<file path="src/rtl/uart_line_cond_pkg.sv">
// Shared types and defaults for the UART receive-line conditioner.
package uart_line_pkg;

   typedef enum logic [1:0] {
      IDLE    = 2'd0,
      COUNT   = 2'd1,
      BREAK   = 2'd2,
      STRETCH = 2'd3
   } brk_state_e;

   localparam int unsigned SYNC_STAGES_DEF  = 2;
   localparam int unsigned FILT_LEN_DEF     = 4;
   localparam int unsigned BREAK_CYCLES_DEF = 1200000;
   localparam int unsigned RST_STRETCH_DEF  = 16;
   localparam int unsigned GLITCH_W         = 8;

   function automatic logic [GLITCH_W-1:0] sat_inc(input logic [GLITCH_W-1:0] v);
      return (v == '1) ? v : v + 1'b1;
   endfunction

endpackage

</file>
<file path="src/rtl/uart_line_cond_if.sv">
// Conditioned RX line bundle: raw pin in, filtered line / break status out.
interface uart_line_cond_if;
   import uart_line_pkg::*;

   logic                RXD_PIN;
   logic                RXD_OUT;
   logic                BRK;
   logic                BRK_RST;
   logic [GLITCH_W-1:0] GLITCHES;

   modport master (output RXD_PIN, input RXD_OUT, input BRK, input BRK_RST, input GLITCHES);
   modport slave  (input RXD_PIN, output RXD_OUT, output BRK, output BRK_RST, output GLITCHES);
endinterface

</file>
<file path="src/rtl/uart_line_cond_rx_sync_filter.sv">
// Pin synchronizer, consecutive-sample glitch filter and saturating glitch counter.
module rx_sync_filter
   import uart_line_pkg::*;
#(
   parameter int unsigned SYNC_STAGES = SYNC_STAGES_DEF,
   parameter int unsigned FILT_LEN    = FILT_LEN_DEF
) (
   input  logic                XCLK,
   input  logic                XRES,
   input  logic                RXD_PIN,
   output logic                RXD_OUT,
   output logic [GLITCH_W-1:0] GLITCHES
);

   localparam logic [3:0] FILT_LAST = 4'(FILT_LEN - 1);

   logic [SYNC_STAGES-1:0] sync_q;
   logic                   s;
   logic [3:0]             fcnt_q, fcnt_d;
   logic                   rxd_q, rxd_d;
   logic [GLITCH_W-1:0]    glitch_q, glitch_d;

   assign s = sync_q[SYNC_STAGES-1];

   always_ff @(posedge XCLK) begin
      if (XRES) begin
         sync_q   <= '1;
         fcnt_q   <= '0;
         rxd_q    <= 1'b1;
         glitch_q <= '0;
      end else begin
         sync_q   <= {sync_q[SYNC_STAGES-2:0], RXD_PIN};
         fcnt_q   <= fcnt_d;
         rxd_q    <= rxd_d;
         glitch_q <= glitch_d;
      end
   end

   // A level change must persist FILT_LEN filter cycles; an early return counts as one glitch.
   always_comb begin
      fcnt_d   = fcnt_q;
      rxd_d    = rxd_q;
      glitch_d = glitch_q;
      if (s != rxd_q) begin
         if (fcnt_q == FILT_LAST) begin
            rxd_d  = s;
            fcnt_d = '0;
         end else begin
            fcnt_d = fcnt_q + 4'd1;
         end
      end else if (fcnt_q != '0) begin
         fcnt_d   = '0;
         glitch_d = sat_inc(glitch_q);
      end
   end

   assign RXD_OUT  = rxd_q;
   assign GLITCHES = glitch_q;

endmodule

</file>
<file path="src/rtl/uart_line_cond.sv">
// UART RX line conditioner top: filtered line plus break detection.
// Define UART_BREAK_RESET_EN to build the stretched BRK_RST reset request.
module uart_line_cond
   import uart_line_pkg::*;
#(
   parameter int unsigned SYNC_STAGES  = SYNC_STAGES_DEF,
   parameter int unsigned FILT_LEN     = FILT_LEN_DEF,
   parameter int unsigned BREAK_CYCLES = BREAK_CYCLES_DEF,
   parameter int unsigned RST_STRETCH  = RST_STRETCH_DEF
) (
   input logic            XCLK,
   input logic            XRES,
   uart_line_cond_if.slave line
);

   if (SYNC_STAGES < 2 || SYNC_STAGES > 3) begin : g_bad_sync
      $error("SYNC_STAGES must be 2 or 3");
   end
   if (FILT_LEN < 1 || FILT_LEN > 16) begin : g_bad_filt
      $error("FILT_LEN must be 1..16");
   end
   if (BREAK_CYCLES < 1 || BREAK_CYCLES > 24'hFF_FFFF) begin : g_bad_break
      $error("BREAK_CYCLES must fit 24 bits and be nonzero");
   end
   if (RST_STRETCH < 1 || RST_STRETCH > 255) begin : g_bad_stretch
      $error("RST_STRETCH must be 1..255");
   end

   localparam logic [23:0] BRK_LAST = 24'(BREAK_CYCLES);

   logic       rxd;
   brk_state_e state_q, state_d;
   logic [23:0] bcnt_q, bcnt_d;
   logic        brk_q, brk_d;

   rx_sync_filter #(
      .SYNC_STAGES (SYNC_STAGES),
      .FILT_LEN    (FILT_LEN)
   ) u_filt (
      .XCLK     (XCLK),
      .XRES     (XRES),
      .RXD_PIN  (line.RXD_PIN),
      .RXD_OUT  (rxd),
      .GLITCHES (line.GLITCHES)
   );

`ifdef UART_BREAK_RESET_EN
   localparam logic [7:0] STR_LAST = 8'(RST_STRETCH - 1);
   logic [7:0] scnt_q, scnt_d;
   logic       brst_q, brst_d;
`endif

   always_ff @(posedge XCLK) begin
      if (XRES) begin
         state_q <= IDLE;
         bcnt_q  <= '0;
         brk_q   <= 1'b0;
`ifdef UART_BREAK_RESET_EN
         scnt_q  <= '0;
         brst_q  <= 1'b0;
`endif
      end else begin
         state_q <= state_d;
         bcnt_q  <= bcnt_d;
         brk_q   <= brk_d;
`ifdef UART_BREAK_RESET_EN
         scnt_q  <= scnt_d;
         brst_q  <= brst_d;
`endif
      end
   end

   // Outputs are registered from the next state so BRK/BRK_RST move on the transition edge.
   always_comb begin
      state_d = state_q;
      bcnt_d  = bcnt_q;
`ifdef UART_BREAK_RESET_EN
      scnt_d  = scnt_q;
`endif
      case (state_q)
         IDLE: begin
            if (!rxd) begin
               bcnt_d  = 24'd1;
               state_d = (BRK_LAST == 24'd1) ? BREAK : COUNT;
            end
         end
         COUNT: begin
            if (rxd) begin
               bcnt_d  = '0;
               state_d = IDLE;
            end else begin
               bcnt_d = bcnt_q + 24'd1;
               if (bcnt_q + 24'd1 == BRK_LAST) state_d = BREAK;
            end
         end
         BREAK: begin
            if (rxd) begin
               bcnt_d = '0;
`ifdef UART_BREAK_RESET_EN
               scnt_d  = '0;
               state_d = STRETCH;
`else
               state_d = IDLE;
`endif
            end
         end
         STRETCH: begin
`ifdef UART_BREAK_RESET_EN
            if (scnt_q == STR_LAST) state_d = IDLE;
            else                    scnt_d  = scnt_q + 8'd1;
`else
            state_d = IDLE;
`endif
         end
         default: state_d = IDLE;
      endcase
      brk_d = (state_d == BREAK);
`ifdef UART_BREAK_RESET_EN
      brst_d = (state_d == BREAK) || (state_d == STRETCH);
`endif
   end

   assign line.RXD_OUT = rxd;
   assign line.BRK     = brk_q;
`ifdef UART_BREAK_RESET_EN
   assign line.BRK_RST = brst_q;
`else
   assign line.BRK_RST = 1'b0;
`endif

endmodule

</file>
<file path="src/flat_wrapper.sv">
// flat-port wrapper written by rule: the top's interface ports become plain ports
module uart_line_cond_flat import uart_line_pkg::*;
#(
   parameter int unsigned SYNC_STAGES  = SYNC_STAGES_DEF,
   parameter int unsigned FILT_LEN     = FILT_LEN_DEF,
   parameter int unsigned BREAK_CYCLES = BREAK_CYCLES_DEF,
   parameter int unsigned RST_STRETCH  = RST_STRETCH_DEF
)
  (XCLK, XRES, line_RXD_PIN, line_RXD_OUT, line_BRK, line_BRK_RST, line_GLITCHES);
  uart_line_cond_if line_i ();
  input logic XCLK;
  input logic XRES;
  input wire logic [$bits(line_i.RXD_PIN)-1:0] line_RXD_PIN;
  output wire logic [$bits(line_i.RXD_OUT)-1:0] line_RXD_OUT;
  output wire logic [$bits(line_i.BRK)-1:0] line_BRK;
  output wire logic [$bits(line_i.BRK_RST)-1:0] line_BRK_RST;
  output wire logic [$bits(line_i.GLITCHES)-1:0] line_GLITCHES;
  assign line_i.RXD_PIN = line_RXD_PIN;
  assign line_RXD_OUT = line_i.RXD_OUT;
  assign line_BRK = line_i.BRK;
  assign line_BRK_RST = line_i.BRK_RST;
  assign line_GLITCHES = line_i.GLITCHES;
  uart_line_cond #(.SYNC_STAGES(SYNC_STAGES), .FILT_LEN(FILT_LEN), .BREAK_CYCLES(BREAK_CYCLES), .RST_STRETCH(RST_STRETCH)) u_core (.XCLK(XCLK), .XRES(XRES), .line(line_i));
endmodule
</file>
<file path="config.mk">
export PLATFORM = sky130hd
export DESIGN_NAME = uart_line_cond_flat
export DESIGN_NICKNAME = d
export VERILOG_FILES = /design/src/rtl/uart_line_cond_pkg.sv /design/src/rtl/uart_line_cond_if.sv /design/src/rtl/uart_line_cond_rx_sync_filter.sv /design/src/rtl/uart_line_cond.sv /design/src/flat_wrapper.sv
export SDC_FILE = /design/constraint.sdc
export NUM_CORES = 1
export LEC_CHECK = 0
export BUFFER_PORTS_ARGS = -buffer_cell sky130_fd_sc_hd__buf_2
export CAP_MARGIN = 10
export CORE_UTILIZATION = 27
export CTS_CLUSTER_SIZE = 25
export DETAILED_ROUTE_END_ITERATION = 10
export PLACE_DENSITY = 0.47
export SLEW_MARGIN = 15
export SYNTH_ARGS = -nofsm -noshare
export SYNTH_HDL_FRONTEND = slang
export SYNTH_SLANG_ARGS = --single-unit
</file>
<file path="constraint.sdc">
create_clock -name XCLK -period 6.55 [get_ports XCLK]
set_clock_uncertainty 0.1 [all_clocks]
set_input_delay 1.31 -clock XCLK [delete_from_list [all_inputs] [get_ports XCLK]]
set_output_delay 1.31 -clock XCLK [all_outputs]
set_load 0.05 [all_outputs]
</file>
### After elaboration in Yosys (flattened, before gate mapping)

Index checks and enable logic that the tools add are counted.

* register bits after elaboration: 42
* bits in latches: 0
* bits in writable memories: 0
* bits in read-only memories: 0
* input bits: 3
* output and inout port bits: 11
* word-level logic and storage cells: 41
* memories kept: 0

* $add $sub $neg: 3
* $mul: 0
* divide/modulo/power cells: 0
* $lt $le $gt $ge: 0
* equality and inequality tests: 10
* shifts and indexed selects: 0
* muxes and demuxes: 12
* bitwise operators: 2
* reductions and logical operators: 7

Operators with widths (count)
* $mux W24: 3
* $pmux W24 S3: 1
* $add A24 B1 Y24 const B: 1
* $eq A24 B21 Y1 const B: 1
* $mux W4: 3
* $add A8 B1 Y8 const B: 1
* $eq A8 B8 Y1 const B: 1
* $mux W2: 4
* $pmux W2 S4: 1
* $eq A2 B2 Y1 const B: 3
* $reduce_and A3 Y1: 2
* $add A4 B1 Y4 const B: 1
* $eq A4 B2 Y1 const B: 1
* $ne A2 B2 Y1 const B: 2
* $reduce_bool A4 Y1: 1
* $reduce_bool A3 Y1: 1
* $eq A2 B1 Y1 const B: 1
* $logic_not A2 Y1: 1
* $not A1 Y1: 2
* $reduce_and A2 Y1: 1
* $reduce_bool A2 Y1: 1
* $ne A1 B1 Y1: 1

### Longest topological paths before layout

Gate-level depths: netlist of run 1.

* depth in word-level cells: 6
* mapped depth: 10
* mapped depth without buffers: 8

### Modules after synthesis

Synthesis of run 1 repeated with hierarchy kept, for this count alone.

* cell total of the unflattened synthesis: 345
* area, all modules: 2819.0 sq um

Modules (own cells, without submodules)
* uart_line_cond: instances 1, cells each 269, area each 2109.5 sq um, sequential area each 540.5 sq um
* rx_sync_filter: instances 1, cells each 76, area each 709.4 sq um, sequential area each 300.3 sq um

### Worst setup path before layout of run 1

OpenSTA, ideal clock, no wires.

* path kind: reg2reg
* from: register u_core.u_filt.rxd_q, in the netlist u_core.u_filt.RXD_OUT
* to: register u_core.u_filt.glitch_q[5], in the netlist u_core.u_filt.GLITCHES[5]
* library setup time: 0.128 ns
* arrival: 2.161 ns
* required time: 6.322 ns
* path slack: 4.161 ns
* cell stages (with the launch flop): 9
* buffers on the path: 1
* period minus slack after synthesis: 2.389 ns
* cell sequence: dfxtp_1 > clkbuf_1 > xor2_1 > a21o_1 > a31oi_1 > and4_1 > nand3_1 > xor2_1 > nor2_1

* cells in the longest elaborated chain, start to end: 3

RTL lines
* start: declaration: line uart_line_cond_rx_sync_filter.sv:20 `logic rxd_q, rxd_d;`
* start signal: assignment: line uart_line_cond_rx_sync_filter.sv:34 `rxd_q <= rxd_d;`
* $ne A1 B1 Y1: line uart_line_cond_rx_sync_filter.sv:44 `if (s != rxd_q) begin`
* $not A1 Y1 (no line)
* $reduce_and A3 Y1 (no line)
* end signal: assignment: line uart_line_cond_rx_sync_filter.sv:35 `glitch_q <= glitch_d;`
* end: declaration: line uart_line_cond_rx_sync_filter.sv:21 `logic [GLITCH_W-1:0] glitch_q, glitch_d;`

No other way between the ends.
A chain may end at the register's enable or synchronous reset.

### Worst setup path in the final report of run 1

* from: register u_core.bcnt_q[4]
* to: register u_core.state_q[0]

* cells in the longest elaborated chain, start to end: 5

RTL lines
* start: declaration: line uart_line_cond.sv:33 `logic [23:0] bcnt_q, bcnt_d;`
* start signal: assignment: line uart_line_cond.sv:64 `bcnt_q <= bcnt_d;`
* $add A24 B1 Y24: line uart_line_cond.sv:93 `if (bcnt_q + 24'd1 == BRK_LAST) state_d = BREAK;`
* $eq A24 B21 Y1: line uart_line_cond.sv:93
* $mux W2: line uart_line_cond.sv:93
* $mux W2: line uart_line_cond.sv:88 `if (rxd) begin`
* $pmux W2 S4: line uart_line_cond.sv:80 `case (state_q)`
* end signal: assignment: line uart_line_cond.sv:63 `state_q <= state_d;`
* end: declaration: line uart_line_cond.sv:32 `brk_state_e state_q, state_d;`

No other way between the ends.

==> results of run 1 <==
==> state kept, by name (all words and copies together) (netlist names) <==
| name | count |
|---|---|
| u_core.u_filt.fcnt_q | 4 |
| u_core.u_filt.sync_q | 2 |
| u_core.u_filt.GLITCHES | 8 |
| u_core.bcnt_q | 24 |
| u_core.state_q | 2 |
| u_core.line.BRK | 1 |
| u_core.u_filt.RXD_OUT | 1 |
==> kinds of logic after synthesis <==
group	Yosys count	share of synthesized area (%)
AND/OR/NAND/NOR	135	31.49
AO/OA/AOI/OAI	78	20.59
flip-flops	42	33.58
buffers and inverters	28	4.897
XOR/XNOR	13	4.548
adder cells (fa/ha/maj)	7	3.498
multiplexers	3	1.249
other	1	0.1498
==> critical path, delay by kind of cell, from the launching register on <==
kind             cells  cell delay, ns
AND/OR/NAND/NOR      4            1.48
AO/OA/AOI/OAI        3            0.75
flip-flops           1            0.48
==> cell usage in the layout, fill, tap and decap left out, types with 2 or more instances in the layout <==
cell type,netlist,final
a21oi_1,25,25
nor4_4,2,2
buf_2,7,12
nand3_1,16,16
or4_1,3,3
clkbuf_8,0,5
a311oi_1,8,8
xnor2_1,5,5
nand4_2,3,3
inv_1,6,6
xor2_1,8,8
nor2_1,39,39
nand4_1,5,5
mux2i_1,2,2
ha_1,7,7
a22oi_1,4,4
and2_1,2,2
dfxtp_1,42,42
nor3_1,7,7
and3_1,6,6
nor2b_1,2,2
o21ai_1,2,2
o21ai_0,15,15
nand2_1,24,24
nand2b_1,3,3
nor4_2,2,2
or2_2,2,2
a31oi_1,8,8
and4_1,6,6
or3_1,3,3
a211oi_1,6,6
==> layout make-up <==
type                            count  area, um^2  area share, %
Clock buffer                        6       72.57          2.667
Clock inverter                      2       37.54          1.379
Inverter                            6       22.52         0.8276
Multi-Input combinational cell    237        1545          56.78
Sequential cell                    42       840.8          30.90
Tap cell                          108       135.1          4.966
Timing Repair Buffer               13       67.56          2.483
==> metal layers <==
layer / vias up / global-route usage [%]
met2: 46 / 19.23
met4: 0 / 5.970
li1: 1121 / -
met3: 14 / 2.863
met5: - / 0
met1: 1017 / 17.12
==> worst max path at each step <==
stage | slack (ns) | from | cells past startpoint | end
final | 3.64 | u_core.bcnt_q[4] | 7 | u_core.state_q[0]
after global routing | 3.44 | u_core.bcnt_q[4] | 7 | u_core.state_q[0]
after global placement | 3.80 | XRES | 5 | u_core.line.BRK
after detailed placement | 3.67 | u_core.bcnt_q[4] | 7 | u_core.state_q[0]
after CTS | 3.66 | u_core.bcnt_q[4] | 7 | u_core.state_q[0]
after floorplan | 4.16 | u_core.u_filt.RXD_OUT | 8 | u_core.u_filt.GLITCHES[5]
==> power by group through the flow <==
stage / Combinational (mW) / Sequential, mW / Clock, mW
floorplan: 0.0105 / 0.266 / 0
global placement: 0.0153 / 0.264 / 0
detailed placement: 0.0154 / 0.264 / 0
CTS: 0.0154 / 0.258 / 0.216
global route: 0.0169 / 0.258 / 0.225
finish: 0.0150 / 0.258 / 0.210
==> per-stage QoR <==
step,util (%),cells,total power [mW]
floorplan,-,307,0.2764
global placement,29.51,406,0.2794
detailed placement,29.51,406,0.2795
CTS,30.76,414,0.4894
global route,30.76,414,0.5002
finish,30.76,414,0.4826
==> flow_metrics.py, run 1 <==
metrics = {
    "floorplan": {
        "pin_count": 14,
        "start_util_pct": 28.29,
        "rows": 34,
        "chipHeight_um": 98.30,
        "die_area_um2": 9662,
        "core_um2": 8848,
        "dieWidth_um": 98.30,
    },
    "power": {
        "power.switching_mw": 0.1080,
        "clockPowerShare_pct": 43.4,
        "internal_power_mw": 0.3746,
        "power_frac_comb_pct": 3.1,
        "cellPowerDensity_nw_per_um2": 177.4,
        "leakagePower_nw": 0.9362,
        "irDropWorstVdd_v": 0.00007019,
        "switching_share_pct": 22.38,
        "seq_power_share_pct": 53.5,
    },
    "worst_hold_path": {
        "whs_path_depth": 1,
        "hold_end": "u_core.u_filt.sync_q[1]",
        "hp-class": "reg -> reg",
        "hp-start": "u_core.u_filt.sync_q[0]",
    },
    "logic_synthesis": {
        "postSynthAreaPerCell_um2": 8.155,
        "synth_area_leaders": "dfxtp_1, nor2_1, a21oi_1",
        "synthFlopType": "dfxtp_1",
        "synth-warning-count": 0,
        "synth_seq_cells": 42,
        "synth_most_common_cell": "dfxtp_1",
        "synth_top_area_share_pct": 33.58,
        "syn_inst": 307,
        "yosys-top-cells-count": "dfxtp_1, nor2_1, a21oi_1",
        "yosys.area.top_type": "dfxtp_1",
        "netlist_area_um2": 2504,
        "synthArstFlopShare_pct": 0,
        "synth_nets": 317,
        "synth_edf_count": 0,
        "ys_seq_area_share_pct": 33.58,
        "synth_cell_types": 55,
    },
    "routing": {
        "drc": 0,
        "dr.pass1.iters": 6,
        "highest_layer": "met4",
        "vias_per_cell": 5.309,
        "wl_met3_um": 225,
        "wl_per_cell_um": 13.88,
        "drt-initial-drc-count": 146,
        "route.met2.wl_um": 2448,
        "route.vias.total": 2198,
        "detail-route-antenna-nets": 0,
        "drt-total-wl_um": 5748,
        "wl_met1_um": 2909,
    },
    "setup_path": {
        "crit_chain": "nand4_2 -> nor2_1 -> and4_1 -> o2111ai_1 -> a2111oi_4 -> o31ai_1 -> and2_1",
        "crit_path_top_delay_cell": "nor2_1",
        "cp-start-kind": "flip-flop",
        "r2r_start": "u_core.bcnt_q[4]",
        "r2r_end": "u_core.state_q[0]",
        "worstPathArrival_ns": 3.02,
        "ff2ff_path_depth": 7,
        "reg2reg_slack_ns": 3.64,
        "cp-end-kind": "flip-flop",
        "critPathKind": "reg -> reg",
        "worst_ep_required_time_ns": 6.65,
        "worstPathMaxFanout": 11,
        "cp_slowest_stage_delay_ns": 0.65,
    },
    "global_route": {
        "grt_pass1_wl_um": 9901,
        "grt_pass1_vias": 2042,
        "grt_overflow": 0,
        "grt_usage_pct": 12.71,
        "grt_start_max_net_pins": 41,
        "antenna_found_initial": 0,
    },
    "timing": {
        "worst_pin_slew_ns": 0.8405,
        "period_minus_slack_ns": 2.913,
        "rsz0062_at_grt": "false",
        "maxSlewHeadroom_pct": 43.59,
        "finalWorstSetupSlack_ns": 3.637,
        "max_freq_mhz": 343.3,
        "fin_crit_sh_pct": 44.48,
        "setup_tns_ns": 0,
        "hold_ws_ns": 0.3043,
        "drv_slew": 0,
        "setup_viol": 0,
        "hold_viol": 0,
    },
    "cts": {
        "cts_made_buffers": 5,
        "clk_latency_ns": 0.30,
        "ctsRootBufferMaster": "clkbuf_8",
        "cts_hold_buf": 0,
        "cts_sinks": 42,
        "cts_tree": "yes",
        "clkTransAtPathRegs_ns": 0.09,
        "cts-resized-gates": 0,
        "cts-htree-levels": 2,
        "post_cts_buffers": 0,
        "ctsLongestPathBuffers": 2,
    },
    "place": {
        "placed_cell_area_um2": 2611,
        "numPortBuffers": 12,
        "dpl_worst_slack_ns": 3.670,
        "place.detailed.hpwl_um": 3906,
        "routabilityCongestion": 0.7798,
    },
    "finish": {
        "area_growth_pct": 8.696,
        "drive_gt1_share_pct": 12.42,
        "antennaDiodeCount": 0,
        "finalNetCount": 315,
        "fin_area_um2": 2721,
        "n_fill_cell": 961,
    },
    "job": {
        "maxCapViolCount": 0,
    },
    "status": {
        "status": "completed",
    },
}
Note: power is estimated with default switching activity, not from simulation.
==> run 2: changes to the inputs <==
--- a/config.mk
+++ b/config.mk
@@ -10,7 +10,7 @@
 export CORE_UTILIZATION = 27
 export CTS_CLUSTER_SIZE = 25
 export DETAILED_ROUTE_END_ITERATION = 10
-export PLACE_DENSITY = 0.47
+export PLACE_DENSITY = 0.48
 export SLEW_MARGIN = 15
 export SYNTH_ARGS = -nofsm -noshare
 export SYNTH_HDL_FRONTEND = slang
==> constraint.sdc (replaced) <==
create_clock -name XCLK -period 2.4 [get_ports XCLK]
set_clock_uncertainty 0.1 [all_clocks]
set_input_delay 0.48 -clock XCLK [delete_from_list [all_inputs] [get_ports XCLK]]
set_output_delay 0.48 -clock XCLK [all_outputs]
set_load 0.05 [all_outputs]
==> run 2 against run 1 <==
Routed wire length up 10%. Global-route usage up 1.4 points. Total power rose to 2.6 times the previous value. Largest power group unchanged. Clock power up 140%. Hold slack worse by 0.043 ns. Count of clock-buffer cells in the layout down 1. Sequential cell count unchanged. Register-to-register slack worse by 3.5 ns. Critical endpoint unchanged. Core utilization up 4.0 points.
==> flow_metrics.py, run 2 (synthesized netlist as in run 1, its figures left out) <==
metrics = {
    "status": {
        "status": "completed",
    },
    "floorplan": {
        "pin_count": 14,
        "dieWidth_um": 98.30,
        "chipHeight_um": 98.30,
        "start_util_pct": 28.29,
        "core_um2": 8848,
        "die_area_um2": 9662,
        "rows": 34,
    },
    "timing": {
        "period_minus_slack_ns": 2.268,
        "hold_ws_ns": 0.2612,
        "max_freq_mhz": 440.9,
        "setup_tns_ns": 0,
        "setup_viol": 0,
        "fin_crit_sh_pct": 94.50,
        "hold_viol": 0,
        "drv_slew": 0,
    },
    "finish": {
        "largest_reg_flops": 24,
        "largest_register": "u_core.bcnt_q",
        "area_growth_pct": 22.94,
        "final_common_cell": "buf_4",
        "seq_area_um2": 847.1,
        "multi_input_comb_area_um2": 1593,
        "fin_area_um2": 3078,
        "antennaDiodeCount": 0,
        "final_cell_mix": "buf_4, dfxtp_1, nor2_1, a21oi_1, nand2_1",
        "drive_gt1_share_pct": 26.15,
        "n_fill_cell": 935,
        "finalNetCount": 357,
    },
    "cts": {
        "clkTransAtPathRegs_ns": 0.10,
        "cts_sinks": 42,
        "clk_latency_ns": 0.31,
        "cts_tree": "yes",
        "ctsRootBufferMaster": "clkbuf_8",
        "ctsLongestPathBuffers": 2,
        "cts-htree-levels": 2,
        "cts_hold_buf": 0,
        "cts_made_buffers": 5,
    },
    "setup_path": {
        "worstPathArrival_ns": 2.37,
        "worst_ep_required_time_ns": 2.50,
        "worstSetupEndpoint": "u_core.state_q[0]",
        "worstPathMaxFanout": 4,
        "reg2reg_slack_ns": 0.13,
        "cp-start-kind": "flip-flop",
        "critPathKind": "reg -> reg",
        "r2r_start": "u_core.bcnt_q[1]",
        "cp-startpoint": "u_core.bcnt_q[1]",
        "cp-end-kind": "flip-flop",
        "r2r_end": "u_core.state_q[0]",
        "ff2ff_path_depth": 9,
    },
    "power": {
        "switching_share_pct": 25.94,
        "power.switching_mw": 0.3265,
        "power_frac_comb_pct": 3.6,
        "finalPower_mw": 1.259,
        "clockPowerShare_pct": 40.5,
        "seq_power_share_pct": 56.0,
        "irDropWorstVdd_v": 0.0001864,
        "cellPowerDensity_nw_per_um2": 409.0,
        "leakagePower_nw": 1.189,
        "internal_power_mw": 0.9322,
    },
    "routing": {
        "vias_per_cell": 5.175,
        "wl_per_cell_um": 13.89,
        "drt-total-wl_um": 6333,
        "dr.pass1.iters": 4,
        "drc": 0,
        "detail-route-antenna-nets": 0,
        "route.vias.total": 2360,
        "drt-initial-drc-count": 133,
    },
    "place": {
        "placed_cell_area_um2": 2912,
        "numPortBuffers": 12,
        "routabilityCongestion": 0.7861,
        "place.detailed.hpwl_um": 4565,
    },
    "global_route": {
        "antenna_found_initial": 0,
        "grt_start_max_net_pins": 27,
        "grt_pass1_vias": 2177,
        "grt_overflow": 0,
        "grt_usage_pct": 14.14,
        "grt_pass1_wl_um": 10910,
    },
    "worst_hold_path": {
        "hp-start": "line_RXD_PIN",
        "hp-class": "in -> reg",
    },
    "job": {
        "maxCapViolCount": 0,
    },
}
## run 2: cell types whose count changed in the layout (fill, tap and decap cells not counted), sizes merged
cell	before	now
clkinvlp	1	0
clkinv	0	1
bufinv	1	0
clkbuf	6	5
inv	6	8
buf	13	55
## run 2: critical path, cell delays in order, from the launching register on
cell,delay (ns)
dfxtp_1,0.32
buf_4,0.15
nand4_4,0.12
buf_4,0.15
nor4_4,0.05
buf_4,0.15
or4_1,0.46
a2111oi_4,0.40
o31ai_2,0.11
and2_1,0.16
## run 2: stage by stage
| stage | instances | setup WS (ns) | util (%) |
|---|---|---|---|
| 6_report | 456 | 0.1319 | 34.79 |
| 5_1_grt | 456 | -0.004071 | 34.79 |
| 4_1_cts | 454 | 0.009812 | 34.01 |
| 3_5_place_dp | 446 | 0.03044 | 32.90 |
| 3_3_place_gp | 446 | 0.06193 | 32.90 |
| 2_1_floorplan | 307 | 0.01117 | - |
## run 2: what timing repair did
action / in CTS / in global routing
setup endpoints to repair: 0 / 6
resized for setup: 0 / 15
buffers inserted: 0 / 2
hold endpoints to repair: 0 / 0
## run 2: worst min path at each step
stage,endpoint,slack (ns),cells after the start
final,u_core.u_filt.sync_q[0],0.26,2
after global routing,u_core.u_filt.sync_q[0],0.24,2
after CTS,u_core.u_filt.sync_q[0],0.25,2
after detailed placement,u_core.u_filt.sync_q[1],0.30,1
after global placement,u_core.u_filt.sync_q[1],0.30,1
after floorplan,u_core.u_filt.sync_q[1],0.29,1
## run 2: final cells by class
| cell class | instances | area share (%) |
|---|---|---|
| Multi-Input combinational cell | 237 | 51.75 |
| Sequential cell | 42 | 27.52 |
| Timing Repair Buffer | 55 | 12.44 |
| Tap cell | 108 | 4.390 |
| Clock buffer | 5 | 2.236 |
| Clock inverter | 3 | 0.9350 |
| Inverter | 6 | 0.7317 |
## run 2: power groups by stage
stage | logic (mW) | registers, mW | clock network [mW]
finish | 0.0449 | 0.704 | 0.509
global route | 0.0505 | 0.706 | 0.567
CTS | 0.0462 | 0.705 | 0.535
detailed placement | 0.0460 | 0.721 | 0
global placement | 0.0457 | 0.721 | 0
floorplan | 0.0285 | 0.726 | 0
## run 2: per-layer routing
layer	up-vias	GRT usage (%)	part of all wire, %
li1	1213	-	-
met1	1117	19.10	50
met2	20	22.16	46
met3	10	2.863	2.1
met4	0	5.396	2.1
met5	-	0	0
==> run 3: changes to the inputs <==
--- a/config.mk
+++ b/config.mk
@@ -5,6 +5,7 @@
 export SDC_FILE = /design/constraint.sdc
 export NUM_CORES = 1
 export LEC_CHECK = 0
+export ABC_AREA = 1
 export BUFFER_PORTS_ARGS = -buffer_cell sky130_fd_sc_hd__buf_2
 export CAP_MARGIN = 10
 export CORE_UTILIZATION = 27
==> run 3 against run 2 <==
Total power rose by 16%. Synthesized area rose by 6.8%. Die area rose by 6.7%. Maximum frequency rose by 5.4%. Routed wire length rose by 8.0%. Sequential power barely moved. Final area fell by 1.5%. Non-clock buffer count fell by 40. Core utilization fell by 2.6 points. Sequential cell count did not move. Critical path depth rose by 5. Largest cell class unchanged. Largest power group unchanged.
==> flow_metrics.py, run 3 <==
metrics = {
    "logic_synthesis": {
        "yosys-top-cells-count": "nand2_1, nor2_1, inv_1",
        "synth-simple-area-share_pct": 45.93,
        "synth_top_area_share_pct": 31.43,
        "synthFlopType": "dfxtp_1",
        "synth_edf_count": 0,
        "synth_cell_types": 30,
        "yosys.area.top_type": "dfxtp_1",
        "synthArstFlopShare_pct": 0,
        "synth_top_family_by_area": "simple AND/OR/NAND/NOR gates",
        "ys_seq_area_share_pct": 31.43,
        "synth-warning-count": 0,
        "synth_compound_area_share_pct": 9.121,
        "postSynthAreaPerCell_um2": 6.178,
        "syn_inst": 433,
        "synth_mux_area_share_pct": 0,
        "netlist_area_um2": 2675,
        "synth_most_common_cell": "nand2_1",
        "synth_nets": 443,
        "synth_fa_ha_area_share_pct": 3.274,
        "synthXorXnorAreaFrac_pct": 1.637,
        "synth_seq_cells": 42,
        "synth_area_leaders": "dfxtp_1, nand2_1, nor2_1",
    },
    "finish": {
        "drive_gt1_share_pct": 12.08,
        "largest_reg_flops": 24,
        "final_cell_mix": "nand2_1, nor2_1, inv_1, dfxtp_1, a21oi_1",
        "final_common_cell": "nand2_1",
        "finalNetCount": 456,
        "largest_register": "u_core.bcnt_q",
        "antennaDiodeCount": 0,
        "n_fill_cell": 1051,
        "area_growth_pct": 13.28,
        "fin_util_pct": 32.19,
    },
    "routing": {
        "drt-total-wl_um": 6838,
        "drt-initial-drc-count": 130,
        "detail-route-antenna-nets": 0,
        "drc": 0,
        "vias_per_cell": 4.587,
        "route.vias.total": 2642,
        "dr.pass1.iters": 4,
        "wl_per_cell_um": 11.87,
    },
    "cts": {
        "cts_hold_buf": 0,
        "post_cts_buffers": 0,
        "ctsLongestPathBuffers": 2,
        "cts-htree-levels": 2,
        "cts_sinks": 42,
        "clk_latency_ns": 0.31,
        "cts_made_buffers": 5,
        "cts_tree": "yes",
        "cts-resized-gates": 0,
        "ctsRootBufferMaster": "clkbuf_8",
        "clkTransAtPathRegs_ns": 0.10,
    },
    "setup_path": {
        "crit_path_top_delay_cell": "dfxtp_1",
        "worst_ep_required_time_ns": 2.48,
        "r2r_end": "u_core.state_q[0]",
        "crit_top_cell": "nand2_1",
        "cp-end-kind": "flip-flop",
        "cp-startpoint": "u_core.bcnt_q[0]",
        "r2r_start": "u_core.bcnt_q[0]",
        "worstPathMaxFanout": 5,
        "worstSetupEndpoint": "u_core.state_q[0]",
        "worstPathArrival_ns": 2.23,
        "reg2reg_slack_ns": 0.25,
        "critPathKind": "reg -> reg",
        "cp-start-kind": "flip-flop",
        "cp_slowest_stage_delay_ns": 0.41,
        "ff2ff_path_depth": 14,
        "crit_chain": "ha_1 -> nand3_1 -> nor2_2 -> nand3_1 -> nand2_1 -> nand2_1 -> nor2_1 -> nand3_1 -> nor2_1 -> nand2_1 -> nand2_1 -> nand2_2 -> nand2_1 -> nor2_1",
    },
    "global_route": {
        "grt_pass1_vias": 2534,
        "grt_pass1_wl_um": 11850,
        "antenna_found_initial": 0,
        "grt_start_max_net_pins": 25,
        "grt_usage_pct": 14.73,
        "grt_overflow": 0,
    },
    "floorplan": {
        "start_util_pct": 28.41,
        "dieWidth_um": 101.5,
        "die_area_um2": 10310,
        "chipHeight_um": 101.5,
        "rows": 35,
        "pin_count": 14,
        "core_um2": 9415,
    },
    "power": {
        "leakagePower_nw": 1.225,
        "irDropWorstVdd_v": 0.0002160,
        "cellPowerDensity_nw_per_um2": 480.5,
    },
    "timing": {
        "rsz0062_at_grt": "false",
        "hold_viol": 0,
        "drv_slew": 0,
        "setup_tns_ns": 0,
        "setup_viol": 0,
        "max_freq_mhz": 464.8,
        "period_minus_slack_ns": 2.151,
        "fin_crit_sh_pct": 89.64,
    },
    "worst_hold_path": {
        "hp-class": "in -> reg",
    },
    "place": {
        "place.detailed.hpwl_um": 5241,
        "routabilityCongestion": 0.8206,
        "numPortBuffers": 12,
    },
    "job": {
        "maxCapViolCount": 0,
    },
    "status": {
        "status": "completed",
    },
}
## run 3: worst min-delay path by stage
stage	from	end	depth (start not counted)
after global placement	u_core.u_filt.sync_q[0]	u_core.u_filt.sync_q[1]	1
after CTS	line_RXD_PIN	u_core.u_filt.sync_q[0]	2
after detailed placement	u_core.u_filt.sync_q[0]	u_core.u_filt.sync_q[1]	1
final	line_RXD_PIN	u_core.u_filt.sync_q[0]	2
after floorplan	u_core.u_filt.sync_q[0]	u_core.u_filt.sync_q[1]	1
after global routing	line_RXD_PIN	u_core.u_filt.sync_q[0]	2
## run 3: stage by stage
| stage | instance area, um^2 | instances | power [mW] | setup slack (ns) | hold WS, ns |
|---|---|---|---|---|---|
| floorplan | 2675 | 433 | 0.7608 | 0.2385 | 0.2895 |
| global placement | 2893 | 568 | 0.7725 | 0.2532 | 0.2978 |
| detailed placement | 2893 | 568 | 0.7736 | 0.2595 | 0.3042 |
| CTS | 3030 | 576 | 1.477 | 0.2259 | 0.2593 |
| global route | 3030 | 576 | 1.509 | 0.009167 | 0.2563 |
| finish | 3030 | 576 | 1.456 | 0.2487 | 0.2614 |
## run 3: worst max-delay path, delay by kind of cell, from the launching register on
| family | cells | cell delay, ns |
|---|---|---|
| DFF | 1 | 0.41 |
| and+or+nand+nor | 13 | 1.30 |
| adders and majority gates | 1 | 0.22 |
## run 3: per-layer routing
| metal | track usage [%] | share of wire (%) | vias up |
|---|---|---|---|
| met5 | 0 | 0 | - |
| li1 | - | - | 1376 |
| met4 | 4.794 | 1.9 | 0 |
| met2 | 24.58 | 45 | 47 |
| met3 | 3.037 | 4.2 | 11 |
| met1 | 18.89 | 49 | 1208 |
## run 3: final cells by class
type,instances,area (um^2),share of cell area [%]
clock buffers,5,68.82,2.271
clock inverters,3,68.82,2.271
inverters,50,187.7,6.193
multi-input cells,332,1608,53.06
flip-flops and latches,42,840.8,27.75
well taps,129,161.4,5.326
repair buffers,15,95.09,3.138
## run 3: logic make-up (layout without fill, tap and decap cells)
| group | after synthesis | in the layout |
|---|---|---|
| other | 1 | 1 |
| and+or+nand+nor | 272 | 272 |
| xor gates and xnor gates | 5 | 5 |
| buffers and inverters | 59 | 73 |
| adders and majority gates | 7 | 7 |
| AOI/OAI and AO/OA | 47 | 47 |
| DFF | 42 | 42 |
## run 3: where the power goes
part           switching, mW  internal [mW]
clock network          0.283          0.417
logic                 0.0368         0.0129
registers            0.00459          0.702
